==> config.mk <==
export PLATFORM = sky130hd
export DESIGN_NAME = fifo_push_arbiter_flat
export DESIGN_NICKNAME = d
export VERILOG_FILES = /design/src/rtl/fifo_push_arbiter_if.sv /design/src/rtl/fifo_push_arbiter.sv /design/src/flat_wrapper.sv
export SDC_FILE = /design/constraint.sdc
export NUM_CORES = 1
export LEC_CHECK = 0
export ABC_CLOCK_PERIOD_IN_PS = 4900
export CELL_PAD_IN_SITES_DETAIL_PLACEMENT = 0
export CELL_PAD_IN_SITES_GLOBAL_PLACEMENT = 1
export CORE_AREA = 3 3 133 135
export DETAILED_ROUTE_END_ITERATION = 10
export DIE_AREA = 0 0 136 138
export PLACE_DENSITY_LB_ADDON = 0.1
export SLEW_MARGIN = 20
export SYNTH_ARGS = -nofsm -noshare
export SYNTH_HDL_FRONTEND = slang
export SYNTH_SLANG_ARGS = --single-unit
==> constraint.sdc <==
create_clock -name clk -period 4.9 [get_ports clk]
set_input_delay 0.735 -clock clk [delete_from_list [all_inputs] [get_ports clk]]
set_output_delay 0.735 -clock clk [all_outputs]
set_load 0.02 [all_outputs]
==> src/rtl/fifo_push_arbiter_if.sv <==
// Requester and fifo-write-port bundle for the shared fifo push arbiter.
// The arbiter uses master; producers and the fifo side use slave.
interface fifo_push_arbiter_if #(
  parameter int NUM_REQ    = 4,
  parameter int DATA_WIDTH = 64,
  parameter int CNT_WIDTH  = 5
);
  logic [NUM_REQ-1:0]            req;
  logic [NUM_REQ-1:0]            req_last;
  logic [NUM_REQ*DATA_WIDTH-1:0] req_data;
  logic [NUM_REQ-1:0]            gnt;
  logic                          fifo_full;
  logic                          fifo_push;
  logic [DATA_WIDTH-1:0]         fifo_data_in;
  logic                          busy;
  logic [CNT_WIDTH-1:0]          beat_cnt;

  modport master (
    input  req, req_last, req_data, fifo_full,
    output gnt, fifo_push, fifo_data_in,
    output busy, beat_cnt
  );

  modport slave (
    output req, req_last, req_data, fifo_full,
    input  gnt, fifo_push, fifo_data_in,
    input  busy, beat_cnt
  );
endinterface

==> src/rtl/fifo_push_arbiter.sv <==
// Round-robin burst arbiter sharing one fifo write port
// between NUM_REQ producers; a grant is held for a whole burst.
module fifo_push_arbiter #(
  parameter int NUM_REQ    = 4,
  parameter int DATA_WIDTH = 64,
  parameter int MAX_BURST  = 16,
  parameter int CNT_WIDTH  = 5
) (
  input logic               clk,
  input logic               reset,
  fifo_push_arbiter_if.master bus
);
  localparam int PW = $clog2(NUM_REQ);

  typedef enum logic {
    S_IDLE,
    S_GRANT
  } state_t;

  state_t               r_state;
  state_t               w_state_n;
  logic [NUM_REQ-1:0]   r_gnt;
  logic [NUM_REQ-1:0]   w_gnt_n;
  logic [PW-1:0]        r_idx;
  logic [PW-1:0]        w_idx_n;
  logic [PW-1:0]        r_ptr;
  logic [PW-1:0]        w_ptr_n;
  logic [CNT_WIDTH-1:0] r_cnt;
  logic [CNT_WIDTH-1:0] w_cnt_n;
  logic [PW-1:0]        w_pick;
  logic                 w_any;
  logic                 w_req_g;
  logic                 w_last_g;
  logic                 w_xfer;
  logic                 w_release;
  logic [DATA_WIDTH-1:0] w_data;

  // descending scan so the nearest requester after r_ptr wins
  always_comb begin
    logic [PW-1:0] c;
    c      = '0;
    w_pick = '0;
    w_any  = 1'b0;
    for (int k = NUM_REQ; k >= 1; k--) begin
      c = PW'((int'(r_ptr) + k) % NUM_REQ);
      if (bus.req[c]) begin
        w_pick = c;
        w_any  = 1'b1;
      end
    end
  end

  assign w_req_g  = bus.req[r_idx];
  assign w_last_g = bus.req_last[r_idx];
  assign w_xfer   = (r_state == S_GRANT) &
                    w_req_g & ~bus.fifo_full;

  // a full stall with req held is not a drop
  assign w_release = w_xfer
    ? (w_last_g |
       (r_cnt == CNT_WIDTH'(MAX_BURST - 1)))
    : ~w_req_g;

  always_comb begin
    w_state_n = r_state;
    w_gnt_n   = r_gnt;
    w_idx_n   = r_idx;
    w_ptr_n   = r_ptr;
    w_cnt_n   = r_cnt;
    unique case (r_state)
      S_IDLE: begin
        if (w_any) begin
          w_state_n       = S_GRANT;
          w_gnt_n         = '0;
          w_gnt_n[w_pick] = 1'b1;
          w_idx_n         = w_pick;
          w_cnt_n         = '0;
        end
      end
      S_GRANT: begin
        if (w_release) begin
          w_state_n = S_IDLE;
          w_gnt_n   = '0;
          w_cnt_n   = '0;
          w_ptr_n   = r_idx;
        end else if (w_xfer) begin
          w_cnt_n = r_cnt + 1'b1;
        end
      end
    endcase
  end

  always_ff @(posedge clk or negedge reset) begin
    if (!reset) begin
      r_state <= S_IDLE;
      r_gnt   <= '0;
      r_idx   <= '0;
      r_ptr   <= PW'(NUM_REQ - 1);
      r_cnt   <= '0;
    end else begin
      r_state <= w_state_n;
      r_gnt   <= w_gnt_n;
      r_idx   <= w_idx_n;
      r_ptr   <= w_ptr_n;
      r_cnt   <= w_cnt_n;
    end
  end

  always_comb begin
    w_data = '0;
    for (int i = 0; i < NUM_REQ; i++) begin
      if (r_state == S_GRANT && r_idx == PW'(i))
        w_data = bus.req_data[i*DATA_WIDTH +: DATA_WIDTH];
    end
  end

  assign bus.fifo_push    = w_xfer & reset;
  assign bus.fifo_data_in = w_data;
  assign bus.gnt          = r_gnt;
  assign bus.busy         = (r_state == S_GRANT);
  assign bus.beat_cnt     = r_cnt;
endmodule

==> src/flat_wrapper.sv <==
// flat-port wrapper written by rule: the top's interface ports become plain ports
module fifo_push_arbiter_flat 
#(
  parameter int NUM_REQ    = 4,
  parameter int DATA_WIDTH = 64,
  parameter int MAX_BURST  = 16,
  parameter int CNT_WIDTH  = 5
)
  (clk, reset, bus_req, bus_req_last, bus_req_data, bus_fifo_full, bus_gnt, bus_fifo_push, bus_fifo_data_in, bus_busy, bus_beat_cnt);
  fifo_push_arbiter_if #(.NUM_REQ(NUM_REQ), .DATA_WIDTH(DATA_WIDTH), .CNT_WIDTH(CNT_WIDTH)) bus_i ();
  input logic clk;
  input logic reset;
  input wire logic [$bits(bus_i.req)-1:0] bus_req;
  input wire logic [$bits(bus_i.req_last)-1:0] bus_req_last;
  input wire logic [$bits(bus_i.req_data)-1:0] bus_req_data;
  input wire logic [$bits(bus_i.fifo_full)-1:0] bus_fifo_full;
  output wire logic [$bits(bus_i.gnt)-1:0] bus_gnt;
  output wire logic [$bits(bus_i.fifo_push)-1:0] bus_fifo_push;
  output wire logic [$bits(bus_i.fifo_data_in)-1:0] bus_fifo_data_in;
  output wire logic [$bits(bus_i.busy)-1:0] bus_busy;
  output wire logic [$bits(bus_i.beat_cnt)-1:0] bus_beat_cnt;
  assign bus_i.req = bus_req;
  assign bus_i.req_last = bus_req_last;
  assign bus_i.req_data = bus_req_data;
  assign bus_i.fifo_full = bus_fifo_full;
  assign bus_gnt = bus_i.gnt;
  assign bus_fifo_push = bus_i.fifo_push;
  assign bus_fifo_data_in = bus_i.fifo_data_in;
  assign bus_busy = bus_i.busy;
  assign bus_beat_cnt = bus_i.beat_cnt;
  fifo_push_arbiter #(.NUM_REQ(NUM_REQ), .DATA_WIDTH(DATA_WIDTH), .MAX_BURST(MAX_BURST), .CNT_WIDTH(CNT_WIDTH)) u_core (.clk(clk), .reset(reset), .bus(bus_i));
endmodule
# == Yosys cells after proc, flatten, opt, wreduce, memory -nomap -nowiden ==
# Index checks and enable logic that the tools add are counted.
# totals
ramBits,0
ff_bits,14
mem_count,0
romBits,0
word_cells,78
out_inout_bits,75
latch_bits,0
# classes
muxes,37
reduce_logical,10
add_sub_neg,5
eq_ne,7
div,0
order_cmp,7
shift,0
n_mul,0
bitwise_logic,7
# ops
operator,count
2-to-1 mux 64 bit,4
less-than comparator 2 x 3 -> 1 bit (second input constant),6
2-to-1 mux 5 bit,3
2-to-1 mux 1 bit,14
binary-select mux 1 bit (select 2 bit),6
one-hot mux 5 bit (2 select lines),1
2-to-1 mux 2 bit,4
2-to-1 mux 4 bit,2
one-hot mux 4 bit (2 select lines),1
AND reduction 2 bit,4
adder 5 x 1 -> 5 bit (second input constant),1
== test 5 x 4 -> 1 bit (second input constant),1
logical AND 1 bit,5
adder 2 x 1 -> 2 bit (second input constant),2
adder 2 bit (second input constant),2
== test 2 bit (second input constant),2
AND 1 bit,3
inequality test 3 bit (second input constant),1
inverter 1 bit,3
demux 1 bit (select 2 bit),1
== test 2 x 1 -> 1 bit (second input constant),1
greater-or-equal comparator 2 x 1 -> 1 bit (second input constant),1
logical NOT 2 bit,1
inequality test 2 x 1 -> 1 bit (second input constant),1
other kinds (3),3

# == Logic depth before layout (Yosys ltp) ==
# Gate-level depths: netlist of the first run.
# logic_depth
ltp_word,13
depth_mapped,7
ltp_nobuf,7

# == Least setup slack after synthesis of the first run ==
# No wires, ideal clock.
# synth_path
path_type,input to output
startpoint,input bus_req[3]
endpoint,output bus_fifo_push
required_time_ns,4.165
arrival_time_ns,1.612
stages,3
slack_ns,2.553
cell_sequence,mux2i_1 o22a_1 nor3b_1
# synth_via
elab_chain_len,5
# synth_lines
element,line_no,source
start: declaration,flat_wrapper.sv:13,input wire logic [$bits(bus_i.req)-1:0] bus_req;
binary-select mux 1 bit (select 2 bit),fifo_push_arbiter.sv:53,assign w_req_g = bus.req[r_idx];
2-to-1 mux 1 bit (implied by the code),fifo_push_arbiter.sv:53,
AND 1 bit,fifo_push_arbiter.sv:55,assign w_xfer = (r_state == S_GRANT) &
AND 1 bit,fifo_push_arbiter.sv:56,w_req_g & ~bus.fifo_full;
AND 1 bit,fifo_push_arbiter.sv:117,assign bus.fifo_push = w_xfer & reset;
end: declaration,flat_wrapper.sv:18,output wire logic [$bits(bus_i.fifo_push)-1:0] bus_fifo_push;
# Every way passes these cells. The select of a mux whose other input is x is not followed.

# == Worst setup path in the final report of the first run ==
# layout_path
startpoint,register u_core.r_idx[0]
endpoint,output bus_fifo_data_in[10]
# layout_via
elab_chain_len,6
# layout_lines
element,line_no,source
start: declaration,fifo_push_arbiter.sv:24,logic [PW-1:0] r_idx;
start signal: assignment,fifo_push_arbiter.sv:103,r_idx <= w_idx_n;
logical NOT 2 bit,fifo_push_arbiter.sv:112,if (r_state == S_GRANT && r_idx == PW'(i))
logical AND 1 bit,fifo_push_arbiter.sv:112,
2-to-1 mux 64 bit (3 in series),fifo_push_arbiter.sv:112,
2-to-1 mux 64 bit (*),fifo_push_arbiter.sv:112,
end: declaration,flat_wrapper.sv:19,output wire logic [$bits(bus_i.fifo_data_in)-1:0] bus_fifo_data_in;
# Mark *: on every way between the ends. The rest lies on a longest branch, timed or not.

==> out/metrics.csv, run 1 <==
stage;metric;value;unit
critical_path;reg2reg_setup_slack;2510;ps
synthesis;post_synth_most_frequent_cells;64 x and2_1, 64 x mux4_2, 12 x dfrtp_1, 10 x clkbuf_1, 8 x buf_2;
place;placed_cell_area;6370;sq um
floorplan;top_level_ports;342;
synthesis;synthDistinctLibCells;37;
clocking;cts_sinks;14;
power;pwr_density_cell;461;nW/um^2
final_layout;design.final.nets;821;
synthesis;synth_cells;228;
place;quantity_of_i_o_buffers_inserted_on_ports;341;
power;clock_power_share;5.8;%
critical_path;cp_endpoint_kind;output pin;
clocking;cts_max_level;1;
global_routing;first_global_vias;3465;
floorplan;die_w;136;microns
critical_path;worst_path_cell_with_the_longest_stage_delay;dfrtp_4;
global_routing;wire_length_of_the_first_global_routing_pass;24900;microns
floorplan;total_die_area;18800;sq um
critical_path;worst-setup-path-type;flip-flop to output pin;
synthesis;syn-mean-instance-area;12.2;sq um
route;avgRoutedWirePerCell;22.8;microns
clocking;ctsResizeCount;0;
synthesis;postSynth.topFlopCell;dfrtp_1;
run;timing.max_cap.violations;0;
sta;timing.setup.tns;0;ps
route;dr_total_vias;3394;
floorplan;area_of_the_placeable_core;16600;sq um
power;p_comb_share;80.7;%
synthesis;syn_area;2790;sq um
critical_path;cp_data_arrival_time;2700;ps
clocking;tritoncts;done;
sta;finalMaxSlewViolations;0;
synthesis;synth_edf_count;0;
critical_path;crit_fanout;48;
route;final_wl;17600;microns
clocking;cts.path.max_buffers;2;
sta;timing.fmax;291;MHz
synthesis;postSynthRegisterBits;14;
floorplan;row_count;47;
sta;final.min_clock_period;3430;ps
synthesis;synthDominantCellAreaShare;51.6;%
critical_path;cp_num_buf_inv;2;
synthesis;synth-seq-area-share;12.6;%
critical_path;crit_chain;buf_12 > mux4_2 > and2_1 > clkdlybuf4s50_1;
route;drt_iter0_drc;100;
sta;rsz0062_at_grt;no;
critical_path;timing.critical_path.from_type;flip-flop;
clocking;clk-insertion-delay-late;240;ps
sta;max_slew_margin;30.0;%
place;hpwl;14600;microns
critical_path;critPathMaxStageDelay;720;ps
synthesis;yosys_warnings;0;
floorplan;initial_utilization;16.8;%
synthesis;ys_top_cells_by_area;mux4_2 52%, and2_1 14%, dfrtp_1 11%;
place;number_of_placed_instances_with_taps_included;767;
final_layout;layout-drive-gt1-share;14.5;%
sta;fin_skew;1.52;ps
synthesis;yosys.area.top_type;mux4_2;
route;antenna_left;0;
global_routing;grt_max_degree;72;
clocking;cts.repair_timing.setup_buffer_count;0;
place;place_congestion;0.850;
clocking;clk_transition_reported_paths;50;ps
clocking;ctsHoldBuffers;0;
power;power.internal;1.70;mW
synthesis;mappedNetlistNets;497;
sta;max_slew.worst_pin.slew;1050;ps
power;ir_drop;0.327;mV
run_status;outcome;finished, final reports clean;
sta;min_period_over_period;70.0;%
power;power_switching_share;42.8;%
sta;timing.final.hold_violations;0;
global_routing;initial_antenna_violation_count;3;
global_routing;grt_remaining_overflow;0;
power;power.switching;1.28;mW
route;drt-pass1-iter-count;4;
critical_path;cp.required;4160;ps
critical_path;path_delay_family;buffers and inverters;
worst_hold_path;type_of_the_tightest_min_delay_check;flip-flop to flip-flop;
clocking;cts_root_buffer;clkbuf_16;
synthesis;ys_async_sr_fraction;100;%
global_routing;grt_usage;17.5;%
floorplan;die-height;138;microns
route;drc_errors;0;
final_layout;layoutNonFillerInstCount;772;
power;leakage;2.33;nW
power;pwr-share-seq;13.5;%
final_layout;area.growth.synth_to_final;132;%
sta;final-setup-viol-count;0;
final_layout;fin_area;6470;sq um
clocking;cts-buffers-inserted;3;
route;vias_per_cell;4.40;
-- flip-flops by register name, summed over array words and instances, names as in the netlist --
register,cells
u_core.bus.beat_cnt,5
u_core.bus.gnt,4
u_core.r_idx,2
u_core.r_ptr,2
u_core.bus.busy,1
-- cells in the final DEF (no fill, tap or decap), drive strengths merged, types with 2 or more instances in the layout --
master	count
a211o	2
a21oi	2
a22o	5
and2	64
buf	2
clkbuf	4
clkdlybuf4s50	341
dfrtp	12
dfstp	2
ha	2
inv	5
mux2	5
mux2i	5
mux4	64
nand2b	4
nor2	5
nor2b	2
nor4	3
o21ai	4
o21bai	2
o22ai	2
o2bb2ai	2
-- metal layers --
| metal | vias up | share of wire [%] | track usage (%) |
|---|---|---|---|
| met5 | - | 0.14 | 0 |
| met4 | 4 | 0.92 | 2.44 |
| met3 | 14 | 8.1 | 4.51 |
| met2 | 141 | 55 | 33.8 |
| met1 | 1672 | 36 | 19.5 |
| li1 | 1563 | - | - |
-- kinds of logic (layout without fill, tap and decap cells) --
logic type | Yosys count | in the layout | share of synthesized area [%]
AND/OR/NAND/NOR | 84 | 84 | 18.3
multiplexers | 74 | 74 | 55.4
buffers and inverters | 29 | 352 | 5.74
AO/OA/AOI/OAI | 24 | 24 | 6.63
flip-flops | 14 | 14 | 12.6
adder cells (fa/ha/maj) | 2 | 2 | 0.896
XOR/XNOR | 1 | 1 | 0.314
other | 0 | 1 | 0
-- power groups by stage --
stage	sequential [mW]	clock [mW]	combinational (mW)
after CTS	0.414	0.175	2.44
after detailed placement	0.415	0	2.44
final	0.402	0.173	2.41
after floorplan	0.213	0	1.57
after global placement	0.412	0	2.44
after global routing	0.430	0.182	2.56
-- cell type report --
type,instances,area (sq um)
inverter,5,18.8
clock buffer,4,88.8
sequential,14,362
timing repair buffer,343,3440
multi-input combinational,185,2280
tap,220,275
fill,1641,10100
antenna,1,2.50
-- final timing paths --
| kind | from | depth (start not counted) | end |
|---|---|---|---|
| hold / removal | u_core.bus.gnt[2] | 1 | u_core.bus.gnt[2] |
| setup reg to reg | u_core.r_idx[0] | 5 | u_core.r_ptr[0] |
| hold reg to reg | u_core.bus.gnt[2] | 1 | u_core.bus.gnt[2] |
| max in group asynchronous | reset | 1 | u_core.r_idx[0] |
| min in group asynchronous | reset | 1 | u_core.bus.beat_cnt[0] |
| setup / recovery | u_core.r_idx[0] | 4 | bus_fifo_data_in[10] |
-- through the flow --
step           total power, mW  utilization [%]  hold WS, ps  worst slack (ps)
2_1_floorplan             1.79                -          439              2550
3_3_place_gp              2.85             38.4          479              1580
3_5_place_dp              2.85             38.4          477              1540
4_1_cts                   3.03             39.0          500              1400
5_1_grt                   3.17             39.0          517              1290
6_report                  2.98             39.0          497              1470
Power figures use the tool's default switching activity.
==> run 2: changes to the inputs <==
Settings changed: ABC_CLOCK_PERIOD_IN_PS 4900 to 3250.
Clock period 4.9 ns to 3.25 ns, I/O delays scaled along.
==> run 2 against run 1 <==
Effect of this change: non-clock buffer count increased by 6; first-iteration DRC count grew 17%; die area unchanged; sequential cell count is the same; wire length fell by 2.9%; setup slack worse by 1200 ps; worst hold slack lost 7.1 ps; final area rose by 1.1%; clock power is 50% higher; largest cell class unchanged.
==> out/metrics.csv, run 2 (synthesized netlist as in run 1, its figures left out) <==
stage;metric;value;unit
run_status;outcome;finished, final reports clean;
sta;rsz0062_at_grt;no;
global_routing;grt_max_degree;36;
power;total_power;4.55;mW
critical_path;critPathMaxStageDelay;660;ps
critical_path;cp.required;2760;ps
place;quantity_of_i_o_buffers_inserted_on_ports;341;
sta;timing.fmax;335;MHz
worst_hold_path;type_of_the_tightest_min_delay_check;flip-flop to flip-flop;
global_routing;grt_usage;17.2;%
critical_path;cp_endpoint_kind;output pin;
route;final_wl;17100;microns
floorplan;total_die_area;18800;sq um
floorplan;die-height;138;microns
clocking;cts-buffers-inserted;3;
global_routing;first_global_vias;3511;
final_layout;final_util;39.4;%
floorplan;die_w;136;microns
sta;timing.final.hold_violations;0;
critical_path;worst-setup-path-type;flip-flop to output pin;
sta;max_slew.worst_pin.slew;711;ps
clocking;ctsHoldBuffers;0;
sta;final.min_clock_period;2980;ps
sta;finalMaxSlewViolations;0;
global_routing;initial_antenna_violation_count;1;
clocking;cts_root_buffer;clkbuf_16;
power;power.internal;2.63;mW
critical_path;timing.critical_path.from_type;flip-flop;
clocking;ctsResizeCount;0;
critical_path;worst_path_cell_with_the_longest_stage_delay;dfrtp_4;
clocking;cts_max_level;1;
final_layout;layout-drive-gt1-share;15.4;%
route;vias_per_cell;4.34;
global_routing;wire_length_of_the_first_global_routing_pass;24400;microns
sta;final-setup-viol-count;0;
clocking;tritoncts;done;
critical_path;cp_num_buf_inv;2;
critical_path;crit_chain;buf_12 > mux4_2 > and2_1 > clkdlybuf4s50_1;
worst_hold_path;worst_hold_path.num_cells;1;
sta;timing.setup.tns;0;ps
power;pwr_density_cell;697;nW/um^2
place;place_congestion;0.865;
power;leakage;2.37;nW
final_layout;most_common_cell_after_layout_fill_and_taps_aside;clkdlybuf4s50_1;
run;timing.max_cap.violations;0;
clocking;clk_transition_reported_paths;50;ps
critical_path;path_depth;4;
clocking;clk-insertion-delay-late;240;ps
critical_path;cp_data_arrival_time;2490;ps
sta;fin_skew;2.81;ps
floorplan;row_count;47;
power;clock_power_share;5.7;%
clocking;cts_sinks;14;
power;pwr-share-seq;9.9;%
route;avgRoutedWirePerCell;22.0;microns
critical_path;crit_fanout;27;
sta;max_slew_margin;52.1;%
power;power.switching;1.92;mW
route;antenna_left;0;
final_layout;largest_register_ff_count;5;
power;power_switching_share;42.3;%
floorplan;initial_utilization;16.8;%
sta;min_period_over_period;91.7;%
route;drc_errors;0;
critical_path;worst-r2r-cell-count;5;
clocking;cts.path.max_buffers;2;
floorplan;area_of_the_placeable_core;16600;sq um
floorplan;top_level_ports;342;
critical_path;path_delay_family;buffers and inverters;
power;ir_drop;0.488;mV
clocking;cts.repair_timing.setup_buffer_count;0;
route;dr_total_vias;3375;
final_layout;area.growth.synth_to_final;134;%
route;drt_iter0_drc;117;
final_layout;design.final.nets;827;
route;drt-pass1-iter-count;4;
global_routing;grt_remaining_overflow;0;
power;p_comb_share;84.4;%
place;hpwl;14600;microns
final_layout;final_cell_mix;341 x clkdlybuf4s50_1, 64 x mux4_2, 64 x and2_1;
run 2: worst paths after layout:
check,from,to,slack [ps]
worst max register to register,u_core.r_idx[0],u_core.bus.beat_cnt[0],1090
worst max-delay path,u_core.r_idx[0],bus_fifo_data_in[10],270
min in group asynchronous,reset,u_core.bus.gnt[2],590
worst min register to register,u_core.bus.gnt[3],u_core.bus.gnt[3],490
max in group asynchronous,reset,u_core.r_ptr[1],2430
worst min-delay path,u_core.bus.gnt[3],u_core.bus.gnt[3],490
run 2: routing by layer:
| layer | vias to the layer above | share of wire [%] | GRT usage [%] |
|---|---|---|---|
| li1 | 1573 | - | - |
| met1 | 1643 | 37 | 19.2 |
| met2 | 149 | 55 | 33.4 |
| met3 | 10 | 6.8 | 3.45 |
| met4 | 0 | 1.3 | 2.76 |
| met5 | - | 0 | 0 |
run 2: power groups by stage:
stage                     clock network (mW)  registers, mW  logic [mW]
final                                  0.259          0.452        3.84
after global routing                   0.271          0.480        4.08
after CTS                              0.262          0.461        3.91
after detailed placement                   0          0.462        3.89
after global placement                     0          0.465        3.89
after floorplan                            0          0.320        2.37
run 2: final cells by class:
cell class	count	area (sq um)
diodes	1	2.50
clock buffers	4	88.8
fillers	1597	10000
inverters	5	18.8
multi-input cells	185	2280
flip-flops and latches	14	362
well taps	220	275
repair buffers	349	3510
run 2: per-stage QoR:
| stage | instance area, sq um | std cells | setup WS (ps) | hold slack, ps |
|---|---|---|---|---|
| 3_5_place_dp | 6440 | 773 | 454 | 476 |
| 5_1_grt | 6540 | 778 | 140 | 531 |
| 4_1_cts | 6530 | 777 | 231 | 495 |
| 6_report | 6540 | 778 | 268 | 490 |
| 2_1_floorplan | 2790 | 228 | 1230 | 192 |
| 3_3_place_gp | 6440 | 773 | 440 | 485 |
==> run 3: changes to the inputs <==
Settings changed: ABC_CLOCK_PERIOD_IN_PS 3250 to 3300, REMOVE_ABC_BUFFERS set to 1.
Clock period 3.25 ns to 3.3 ns, I/O delays scaled along.
==> run 3 against run 2 <==
Effect of this change: critical path depth unchanged; sequential power decreased by 17%; final area increased by 0.19%; clock skew decreased by 0.65 ps; critical endpoint is now bus_fifo_data_in[41].
==> out/metrics.csv, run 3 (synthesized netlist as in run 1, its figures left out) <==
stage;metric;value;unit
global_routing;wire_length_of_the_first_global_routing_pass;25800;microns
route;final_wl;18300;microns
route;drt_iter0_drc;102;
power;leakage;2.38;nW
sta;max_slew.worst_pin.slew;651;ps
run_status;outcome;finished, final reports clean;
floorplan;total_die_area;18800;sq um
clocking;clk_transition_reported_paths;50;ps
final_layout;layout-drive-gt1-share;15.4;%
clocking;cts.path.max_buffers;2;
critical_path;cp_data_arrival_time;2450;ps
sta;final-setup-viol-count;0;
critical_path;cp_endpoint_kind;output pin;
critical_path;worst-setup-path-type;flip-flop to output pin;
clocking;cts_root_buffer;clkbuf_16;
global_routing;first_global_vias;3599;
clocking;clk-insertion-delay-late;240;ps
global_routing;initial_antenna_violation_count;4;
clocking;ctsResizeCount;0;
route;drt-pass1-iter-count;4;
floorplan;die_w;136;microns
power;power.internal;2.60;mW
power;pwr_density_cell;691;nW/um^2
run;timing.max_cap.violations;0;
sta;timing.final.ws_setup;351;ps
clocking;cts_max_level;1;
route;dr_total_vias;3425;
critical_path;crit_fanout;28;
route;avgRoutedWirePerCell;23.4;microns
power;clock_power_share;5.7;%
place;quantity_of_i_o_buffers_inserted_on_ports;341;
power;ir_drop;0.440;mV
sta;fin_skew;2.16;ps
final_layout;design.final.nets;827;
global_routing;grt_usage;18.4;%
global_routing;grt_remaining_overflow;0;
critical_path;cp.required;2800;ps
critical_path;timing.critical_path.from_type;flip-flop;
place;place_ws;472;ps
worst_hold_path;type_of_the_tightest_min_delay_check;flip-flop to flip-flop;
place;hpwl;15500;microns
route;vias_per_cell;4.40;
sta;timing.final.hold_violations;0;
power;pwr-share-seq;8.3;%
floorplan;area_of_the_placeable_core;16600;sq um
floorplan;die-height;138;microns
sta;min_period_over_period;89.4;%
route;antenna_left;0;
sta;rsz0062_at_grt;no;
power;total_power;4.53;mW
clocking;tritoncts;done;
place;place_congestion;0.852;
power;power_switching_share;42.6;%
floorplan;initial_utilization;16.8;%
power;p_comb_share;86.0;%
final_layout;most_common_cell_after_layout_fill_and_taps_aside;clkdlybuf4s50_1;
sta;final.min_clock_period;2950;ps
final_layout;area.growth.synth_to_final;135;%
clocking;cts-buffers-inserted;3;
clocking;cts.repair_timing.setup_buffer_count;0;
floorplan;row_count;47;
floorplan;top_level_ports;342;
sta;max_slew_margin;56.6;%
final_layout;largest_register_ff_count;5;
final_layout;final_cell_mix;341 x clkdlybuf4s50_1, 64 x mux4_2, 64 x and2_1;
power;power.switching;1.93;mW
sta;finalMaxSlewViolations;0;
global_routing;grt_max_degree;39;
route;drc_errors;0;
sta;timing.fmax;339;MHz
clocking;ctsHoldBuffers;0;
clocking;cts_sinks;14;
-- run 3: cell count changes in the layout (fill, tap and decap cells not counted) --
cell,before,now
dfrtp_4,2,1
buf_12,3,4
diode_2,1,2
buf_4,5,4
dfrtp_2,1,2
-- run 3: path summary, 6_finish.rpt --
kind	from	cells after the start	to	slack, ps
worst max-delay path	u_core.r_idx[1]	4	bus_fifo_data_in[41]	350
max in group asynchronous	reset	2	u_core.r_ptr[0]	2400
min in group asynchronous	reset	2	u_core.bus.gnt[2]	650
worst max register to register	u_core.r_idx[1]	5	u_core.r_ptr[0]	1140
worst min register to register	u_core.bus.gnt[1]	1	u_core.bus.gnt[1]	490
worst min-delay path	u_core.bus.gnt[1]	1	u_core.bus.gnt[1]	490
-- run 3: area by class of cell --
| cell class | count | area (sq um) |
|---|---|---|
| well taps | 220 | 275 |
| inverters | 5 | 18.8 |
| flip-flops and latches | 14 | 359 |
| fillers | 1606 | 10000 |
| multi-input cells | 185 | 2280 |
| clock buffers | 4 | 88.8 |
| repair buffers | 349 | 3520 |
| diodes | 2 | 5.00 |
-- run 3: per-layer routing --
metal  wire [microns]  GRT usage (%)  part of all wire [%]
met1             6770           20.9                    37
met2             9730           34.8                    53
met3             1630           5.34                   8.9
met4               77           1.96                  0.42
met5               38              0                  0.21
-- run 3: critical path, cell delays in order, from the launching register on --
cell             delay, ps
dfrtp_2                780
buf_12                 270
mux4_2                 320
and2_1                 170
clkdlybuf4s50_1        620
-- run 3: power by group through the flow --
stage	sequential [mW]	combinational, mW	clock, mW
after detailed placement	0.380	3.94	0
after global routing	0.389	4.15	0.270
final	0.376	3.89	0.259
after CTS	0.378	3.95	0.262
after floorplan	0.654	1.97	0
after global placement	0.378	3.95	0
-- run 3: metrics by stage --
stage | cell area (sq um) | hold slack (ps) | instances | setup TNS, ps | utilization [%]
after detailed placement | 6450 | 473 | 773 | 0 | 38.9
after floorplan | 2650 | 199 | 204 | -58070 | -
after global routing | 6550 | 512 | 778 | 0 | 39.5
final | 6550 | 488 | 779 | 0 | 39.5
after CTS | 6540 | 494 | 777 | 0 | 39.5
after global placement | 6450 | 478 | 773 | 0 | 38.9
